===== src/rtl/operand_b_stage.sv =====
// Operand-B selector for the execute path: picks rs2, a forwarded result or an
// extended immediate per opcode class. The result is held in a one-entry
// valid/ready pipeline register.
module operand_b_stage #(
  parameter int unsigned DATA_W  = 32,
  parameter int unsigned IMM_W   = 16,
  parameter int unsigned REG_AW  = 5,
  parameter int unsigned NUM_FWD = 2
) (
  input  logic                        clk,
  input  logic                        rst_n,
  input  logic                        in_valid,
  output logic                        in_ready,
  input  logic [5:0]                  opcode,
  input  logic [REG_AW-1:0]           rs2_addr,
  input  logic [DATA_W-1:0]           reg_rs2,
  input  logic [IMM_W-1:0]            imme_value,
  input  logic [NUM_FWD-1:0]          fwd_valid,
  input  logic [NUM_FWD*REG_AW-1:0]   fwd_addr,
  input  logic [NUM_FWD*DATA_W-1:0]   fwd_data,
  output logic                        out_valid,
  input  logic                        out_ready,
  output logic [5:0]                  out_opcode,
  output logic [DATA_W-1:0]           opb_out,
  output logic [1:0]                  opb_src,
  output logic                        illegal,
  output logic [15:0]                 fwd_hits
);

  localparam int unsigned SH_W = $clog2(DATA_W);

  localparam logic [1:0] SRC_NONE = 2'b00;
  localparam logic [1:0] SRC_REG  = 2'b01;
  localparam logic [1:0] SRC_IMM  = 2'b10;
  localparam logic [1:0] SRC_FWD  = 2'b11;

  logic                accept_c;
  logic                fwd_found_c;
  logic [DATA_W-1:0]   fwd_sel_c;
  logic [DATA_W-1:0]   sel_data_c;
  logic [1:0]          sel_src_c;
  logic                sel_illegal_c;

  logic                out_valid_d, out_valid_q;
  logic [5:0]          opcode_d, opcode_q;
  logic [DATA_W-1:0]   opb_d, opb_q;
  logic [1:0]          src_d, src_q;
  logic                illegal_d, illegal_q;
  logic [15:0]         hits_d, hits_q;

  // Single-entry handshake: free when empty or when being popped this cycle.
  assign in_ready = !out_valid_q || out_ready;
  assign accept_c = in_valid && in_ready;

  // Bypass match; scanning downward lets the lowest (youngest) index win.
  always_comb begin
    fwd_found_c = 1'b0;
    fwd_sel_c   = reg_rs2;
    for (int i = NUM_FWD - 1; i >= 0; i--) begin
      if (fwd_valid[i] && (fwd_addr[i*REG_AW +: REG_AW] == rs2_addr) &&
          (rs2_addr != '0)) begin
        fwd_found_c = 1'b1;
        fwd_sel_c   = fwd_data[i*DATA_W +: DATA_W];
      end
    end
  end

  // Per-opcode operand selection; unknown opcodes yield zero and flag illegal.
  always_comb begin
    sel_data_c    = '0;
    sel_src_c     = SRC_NONE;
    sel_illegal_c = 1'b0;
    case (opcode)
      6'd1, 6'd2, 6'd6, 6'd7, 6'd8, 6'd9, 6'd10, 6'd11, 6'd12, 6'd13, 6'd14: begin
        sel_data_c = fwd_sel_c;
        sel_src_c  = fwd_found_c ? SRC_FWD : SRC_REG;
      end
      6'd3, 6'd4, 6'd16, 6'd19, 6'd20: begin
        sel_data_c = DATA_W'($signed(imme_value));
        sel_src_c  = SRC_IMM;
      end
      6'd17, 6'd18: begin
        sel_data_c = DATA_W'(imme_value[SH_W-1:0]);
        sel_src_c  = SRC_IMM;
      end
      6'd5, 6'd15: begin
        sel_data_c = '0;
        sel_src_c  = SRC_NONE;
      end
      default: begin
        sel_illegal_c = 1'b1;
      end
    endcase
  end

  // Next state of the holding register and hit counter.
  always_comb begin
    out_valid_d = out_valid_q;
    opcode_d    = opcode_q;
    opb_d       = opb_q;
    src_d       = src_q;
    illegal_d   = illegal_q;
    hits_d      = hits_q;
    if (accept_c) begin
      out_valid_d = 1'b1;
      opcode_d    = opcode;
      opb_d       = sel_data_c;
      src_d       = sel_src_c;
      illegal_d   = sel_illegal_c;
      if ((sel_src_c == SRC_FWD) && (hits_q != 16'hFFFF)) begin
        hits_d = hits_q + 16'd1;
      end
    end else if (out_ready) begin
      out_valid_d = 1'b0;
    end
  end

  // State registers with asynchronous clear.
  always_ff @(posedge clk or negedge rst_n) begin
    if (!rst_n) begin
      out_valid_q <= 1'b0;
      opcode_q    <= '0;
      opb_q       <= '0;
      src_q       <= SRC_NONE;
      illegal_q   <= 1'b0;
      hits_q      <= '0;
    end else begin
      out_valid_q <= out_valid_d;
      opcode_q    <= opcode_d;
      opb_q       <= opb_d;
      src_q       <= src_d;
      illegal_q   <= illegal_d;
      hits_q      <= hits_d;
    end
  end

  assign out_valid  = out_valid_q;
  assign out_opcode = opcode_q;
  assign opb_out    = opb_q;
  assign opb_src    = src_q;
  assign illegal    = illegal_q;
  assign fwd_hits   = hits_q;

endmodule


===== config.mk =====
export PLATFORM = sky130hd
export DESIGN_NAME = operand_b_stage
export DESIGN_NICKNAME = d
export VERILOG_FILES = /design/src/rtl/operand_b_stage.sv
export SDC_FILE = /design/constraint.sdc
export NUM_CORES = 1
export LEC_CHECK = 0
export CORE_MARGIN = 10
export CORE_UTILIZATION = 38
export DETAILED_ROUTE_END_ITERATION = 7
export HOLD_SLACK_MARGIN = 0.08
export PLACE_DENSITY = 0.81
export SYNTH_ARGS = -nofsm -noshare
export SYNTH_HDL_FRONTEND = slang
export SYNTH_SLANG_ARGS = --single-unit

===== constraint.sdc =====
create_clock -name clk -period 2.1 [get_ports clk]
set_input_delay 0.63 -clock clk [delete_from_list [all_inputs] [get_ports clk]]
set_output_delay 0.63 -clock clk [all_outputs]
set_load 0.02 [all_outputs]

======== After elaboration in Yosys (flattened, before gate mapping) ========
Index checks and enable logic that the tools add are counted.
word-level totals
  bits in registers ....................... 58
  bits in latches ......................... 0
  memory bits (writable) .................. 0
  bits in read-only memories .............. 0
  output and inout bits ................... 59
  memories kept ........................... 0
cells by class
  $add $sub $neg .......................... 1
  $mul .................................... 0
  div/mod/pow operators ................... 0
  $lt $le $gt $ge ......................... 0
  equal/unequal tests ..................... 24
  shift operators ......................... 0
  mux-type cells .......................... 10
  bitwise gates (word level) .............. 0
  reductions and logical operators ........ 16
operators by type and width
  cell                                                              number
  32-bit one-hot mux with 3 select lines                            1
  32-bit 2-to-1 mux                                                 2
  6-bit by 4-bit == test with 1-bit output (second input constant)  8
  6-bit by 5-bit == test with 1-bit output (second input constant)  5
  6-bit by 3-bit == test with 1-bit output (second input constant)  4
  20-bit OR reduction                                               1
  16-bit by 1-bit adder with 16-bit output (second input constant)  1
  16-bit != test (second input constant)                            1
  6-bit by 2-bit == test with 1-bit output (second input constant)  2
  11-bit OR reduction                                               1
  5-bit == test                                                     2
  7-bit OR reduction                                                1
  6-bit by 1-bit == test with 1-bit output (second input constant)  1
  1-bit logical AND                                                 6
  1-bit 2-to-1 mux                                                  5
  5-bit nonzero test                                                1
  5-bit OR reduction                                                1
  2-bit one-hot mux with 2 select lines                             1
  2-bit == test (second input constant)                             1
  2-bit 2-to-1 mux                                                  1
  2-bit AND reduction                                               1
  2-bit nonzero test                                                1
  2-bit OR reduction                                                1
  1-bit zero test                                                   1
  1-bit logical OR                                                  1

======== Depth between registers and ports, before layout ========
  word-level depth ........................ 10
  gate-level depth with buffers ........... 8

======== Least setup slack after synthesis ========
Ideal clock, no wire load.
  path type ............................... in2reg
  start point ............................. in rs2_addr[1]
  end point ............................... reg hits_q[1], in the netlist fwd_hits[1]
  setup time .............................. 125 ps
  arrival time ............................ 2224 ps
  slack ................................... -249 ps
  stages on the path ...................... 5
  buffers on the path ..................... 0
  cell sequence ........................... or4_1 nor2_2 nor3_2 o311ai_4 mux2_2
between the ends
  cells in the longest elaborated chain, start to end .. 10
  elaborated cells between the ends (all ways) .. 14
ends and longest elaborated chain
  what                                     line  text
  start, declared                          15    input logic [REG_AW-1:0] rs2_addr,
  5-bit == test                            60    if (fwd_valid[i] && (fwd_addr[i*REG_AW +: REG_AW] == rs2_addr) &&
  1-bit logical AND (2 in series)          60
  1-bit 2-to-1 mux                         60
  1-bit 2-to-1 mux *                       60
  2-bit 2-to-1 mux *                       76    sel_src_c = fwd_found_c ? SRC_FWD : SRC_REG;
  2-bit one-hot mux with 2 select lines *  73    case (opcode)
  2-bit == test *                          110   if ((sel_src_c == SRC_FWD) && (hits_q != 16'hFFFF)) begin
  1-bit logical AND *                      110
  2-bit AND reduction (no source line) *   -
  end signal, assigned                     133   hits_q <= hits_d;
  end, declared                            49    logic [15:0] hits_d, hits_q;
Every way passes the cells marked *; elsewhere a longest branch is shown, timed or not.
A chain may end at the register's enable or synchronous reset.

======== Worst setup path in the final report ========
  start point ............................. in rs2_addr[4]
  end point ............................... reg hits_q[1], in the netlist fwd_hits[1]
Same word-level chain as after synthesis.

==> results.json <==
{
  "diodes": 0,
  "rsz0062_at_grt": "true",
  "synth.distinct_cells": 45,
  "async_flop_share": 1.00,
  "path_clk_slew_ns": 0.07,
  "setup_viol": 41,
  "gr-total-overflow": 0,
  "fp-row-count": 34,
  "finalCritPeriodShare": 1.07,
  "critical_path_arrival_ns": 2.47,
  "drt_pass1_iterations": 4,
  "fp.dieH_um": 114,
  "synth.area.top_cells": "dfrtp_1 43%, a211oi_1 6.0%, nand2_1 5.3%, nor2_1 5.3%, a221o_1 4.4%",
  "ys_ff_latch": 58,
  "p_clk_frac": 0.307,
  "port-buffer-count": 197,
  "violations": "negative setup slack",
  "endpoint_kind": "flip-flop",
  "cts_root_buffer": "clkbuf_8",
  "clockBufferDepth": 2,
  "ant_nets": 0,
  "cts_tree": "yes",
  "setup_slack_ns": -0.154,
  "synthesis.nets": 496,
  "leakagePower_nw": 2.97,
  "synth_common_cells": "58 x dfrtp_1, 48 x nand2_1, 48 x nor2_1",
  "swShare": 0.282,
  "status": "finished, violations left",
  "worst_slew_pin_slew_ns": 0.368,
  "num-fill-cells": 589,
  "grt_pass1_vias": 4357,
  "antenna_found_initial": 0,
  "routedWlPerCell_um": 20.7,
  "die_area_mm2": 0.0131,
  "fin_setup_tns_ns": -2.19,
  "path_class": "in -> reg",
  "syn_area_mm2": 0.00339,
  "hold_buffers": 0,
  "drc_errors": 0,
  "grtUsageTotal": 0.211,
  "drive_gt1_frac": 0.270,
  "wirelength_um": 14800,
  "start_util": 0.389,
  "switchingPower_w": 0.000944,
  "ys_warn_count": 0,
  "final_util": 0.764,
  "cts_buffers": 9,
  "io-pin-count": 198,
  "core_mm2": 0.00872,
  "globalplace.congestion": 0.800,
  "grt_pass1_wl_um": 22300,
  "yosys.area.top_type": "dfrtp_1",
  "maxSlewViolCount": 0,
  "vias_per_cell": 5.43,
  "seq_area_frac_synth": 0.428,
  "fmax_mhz": 444,
  "layout.nets": 744,
  "ir_drop_mv": 0.275,
  "combPwrFrac": 0.313,
  "fin_crit_ns": 2.25,
  "syn_area_per_cell_um2": 9.52,
  "ys.flop_type": "dfrtp_1",
  "syn2layout_area_growth_pct": 96.6,
  "synth_top_area_frac": 0.428,
  "rr_worst_depth": 7,
  "num_vias": 3886,
  "fp.dieW_um": 114,
  "fin_skew_ns": 0.00839,
  "cap_violations": 0,
  "crit_fanout": 5,
  "cts.sinks": 58,
  "design_area_mm2": 0.00667,
  "internal_power_w": 0.00240,
  "drt_iter0_drc": 223,
  "synth.most_common_cell": "dfrtp_1",
  "start_kind": "primary input",
  "htree_num_levels": 3,
  "hold_path.class": "in -> async",
  "clkLatencyLatePin_ns": 0.33,
  "hold_viol_final": 0,
  "syn_inst": 356,
  "synth-edff-count": 0,
  "grt_max_degree": 59,
  "placed_area_mm2": 0.00591,
  "power_density_mw_per_mm2": 501,
  "critPathRequiredTime_ns": 2.31,
  "maxSlewHeadroom": 0.749,
  "hpwl_um": 10500,
  "seqPwrFrac": 0.380
}
## power by group through the flow
stage | logic, W | registers (W) | clock network (W)
after floorplan | 0.000241 | 0.00140 | 0
after global placement | 0.000957 | 0.00128 | 0
after detailed placement | 0.000981 | 0.00129 | 0
after CTS | 0.00102 | 0.00127 | 0.00104
after global routing | 0.00111 | 0.00128 | 0.00110
final | 0.00105 | 0.00127 | 0.00103
## area by class of cell
type / count / area (um2) / area share
clock buffers: 11 / 151 / 0.0227
repair buffers: 260 / 2680 / 0.402
multi-input cells: 273 / 2200 / 0.330
flip-flops and latches: 58 / 1450 / 0.218
inverters: 2 / 7.51 / 0.00113
well taps: 108 / 135 / 0.0203
clock inverters: 3 / 40.0 / 0.00601
## path summary, 6_finish.rpt
kind	slack, ns	to	start
worst max register to register	0.17	fwd_hits[10]	fwd_hits[1]
worst min register to register	0.47	out_opcode[1]	out_opcode[1]
worst min-delay path	0.29	fwd_hits[3]	rst_n
worst max-delay path	-0.15	fwd_hits[1]	rs2_addr[4]
min in group clk	0.47	out_opcode[1]	out_opcode[1]
max in group asynchronous	1.52	opb_out[6]	rst_n
## layer usage
metal / vias up / GRT usage / part of all wire
met3: 26 / 0.0744 / 0.086
met1: 1897 / 0.221 / 0.36
met2: 165 / 0.374 / 0.53
met5: - / 0 / 0
met4: 0 / 0.0860 / 0.024
li1: 1798 / - / -
## registers in the layout, summed over array words and instances, names as in the netlist
signal,cells
out_opcode,6
opb_src,2
opb_out,32
illegal,1
fwd_hits,16
out_valid,1
## cells in the final DEF, fill, tap and decap left out, types with 6 or more instances in the layout
| master | count |
|---|---|
| a211oi_1 | 10 |
| xnor2_1 | 7 |
| a221o_1 | 15 |
| nand3_1 | 6 |
| nor2_1 | 40 |
| buf_4 | 40 |
| o311ai_1 | 13 |
| nand2_1 | 46 |
| a21oi_1 | 6 |
| mux2i_1 | 14 |
| nand4_1 | 7 |
| buf_12 | 10 |
| nor2b_4 | 12 |
| dfrtp_1 | 58 |
| dlygate4sd2_1 | 14 |
| nor2_2 | 7 |
| clkbuf_8 | 11 |
| clkdlybuf4s50_1 | 168 |
| buf_6 | 9 |
| a211oi_2 | 17 |
| xor2_1 | 11 |
## repair_timing
action | 4_1_cts | 5_1_grt
endpoints found under the setup margin | 52 | 53
setup buffers | 13 | 0
pin swaps | 40 | 31
endpoints found under the hold margin | 0 | 0
cloned | 5 | 1
resized for setup | 108 | 48
## worst max-delay path, stage by stage
cell and delay (ns):
buf_8 0.09, or4_4 0.54, nor2_4 0.15, buf_6 0.13
nor3_4 0.04, buf_6 0.12, o311ai_4 0.28, buf_6 0.17
mux2_4 0.30
## kinds of logic after synthesis
group                    synth area share
adder cells (fa/ha/maj)           0.00369
multiplexers                       0.0476
AND/OR/NAND/NOR                     0.221
XOR/XNOR                           0.0646
buffers and inverters              0.0417
AO/OA/AOI/OAI                       0.193
flip-flops                          0.428
## stage by stage
stage / setup WS (ns) / std cells / hold WS [ns] / total power, W
floorplan: -0.171 / 356 / 0.334 / 0.00165
global placement: -0.782 / 683 / 0.456 / 0.00224
detailed placement: -0.888 / 683 / 0.463 / 0.00227
CTS: -0.100 / 715 / 0.307 / 0.00333
global route: -0.181 / 715 / 0.325 / 0.00349
finish: -0.154 / 715 / 0.288 / 0.00334
(Power assumes the default switching activity.)
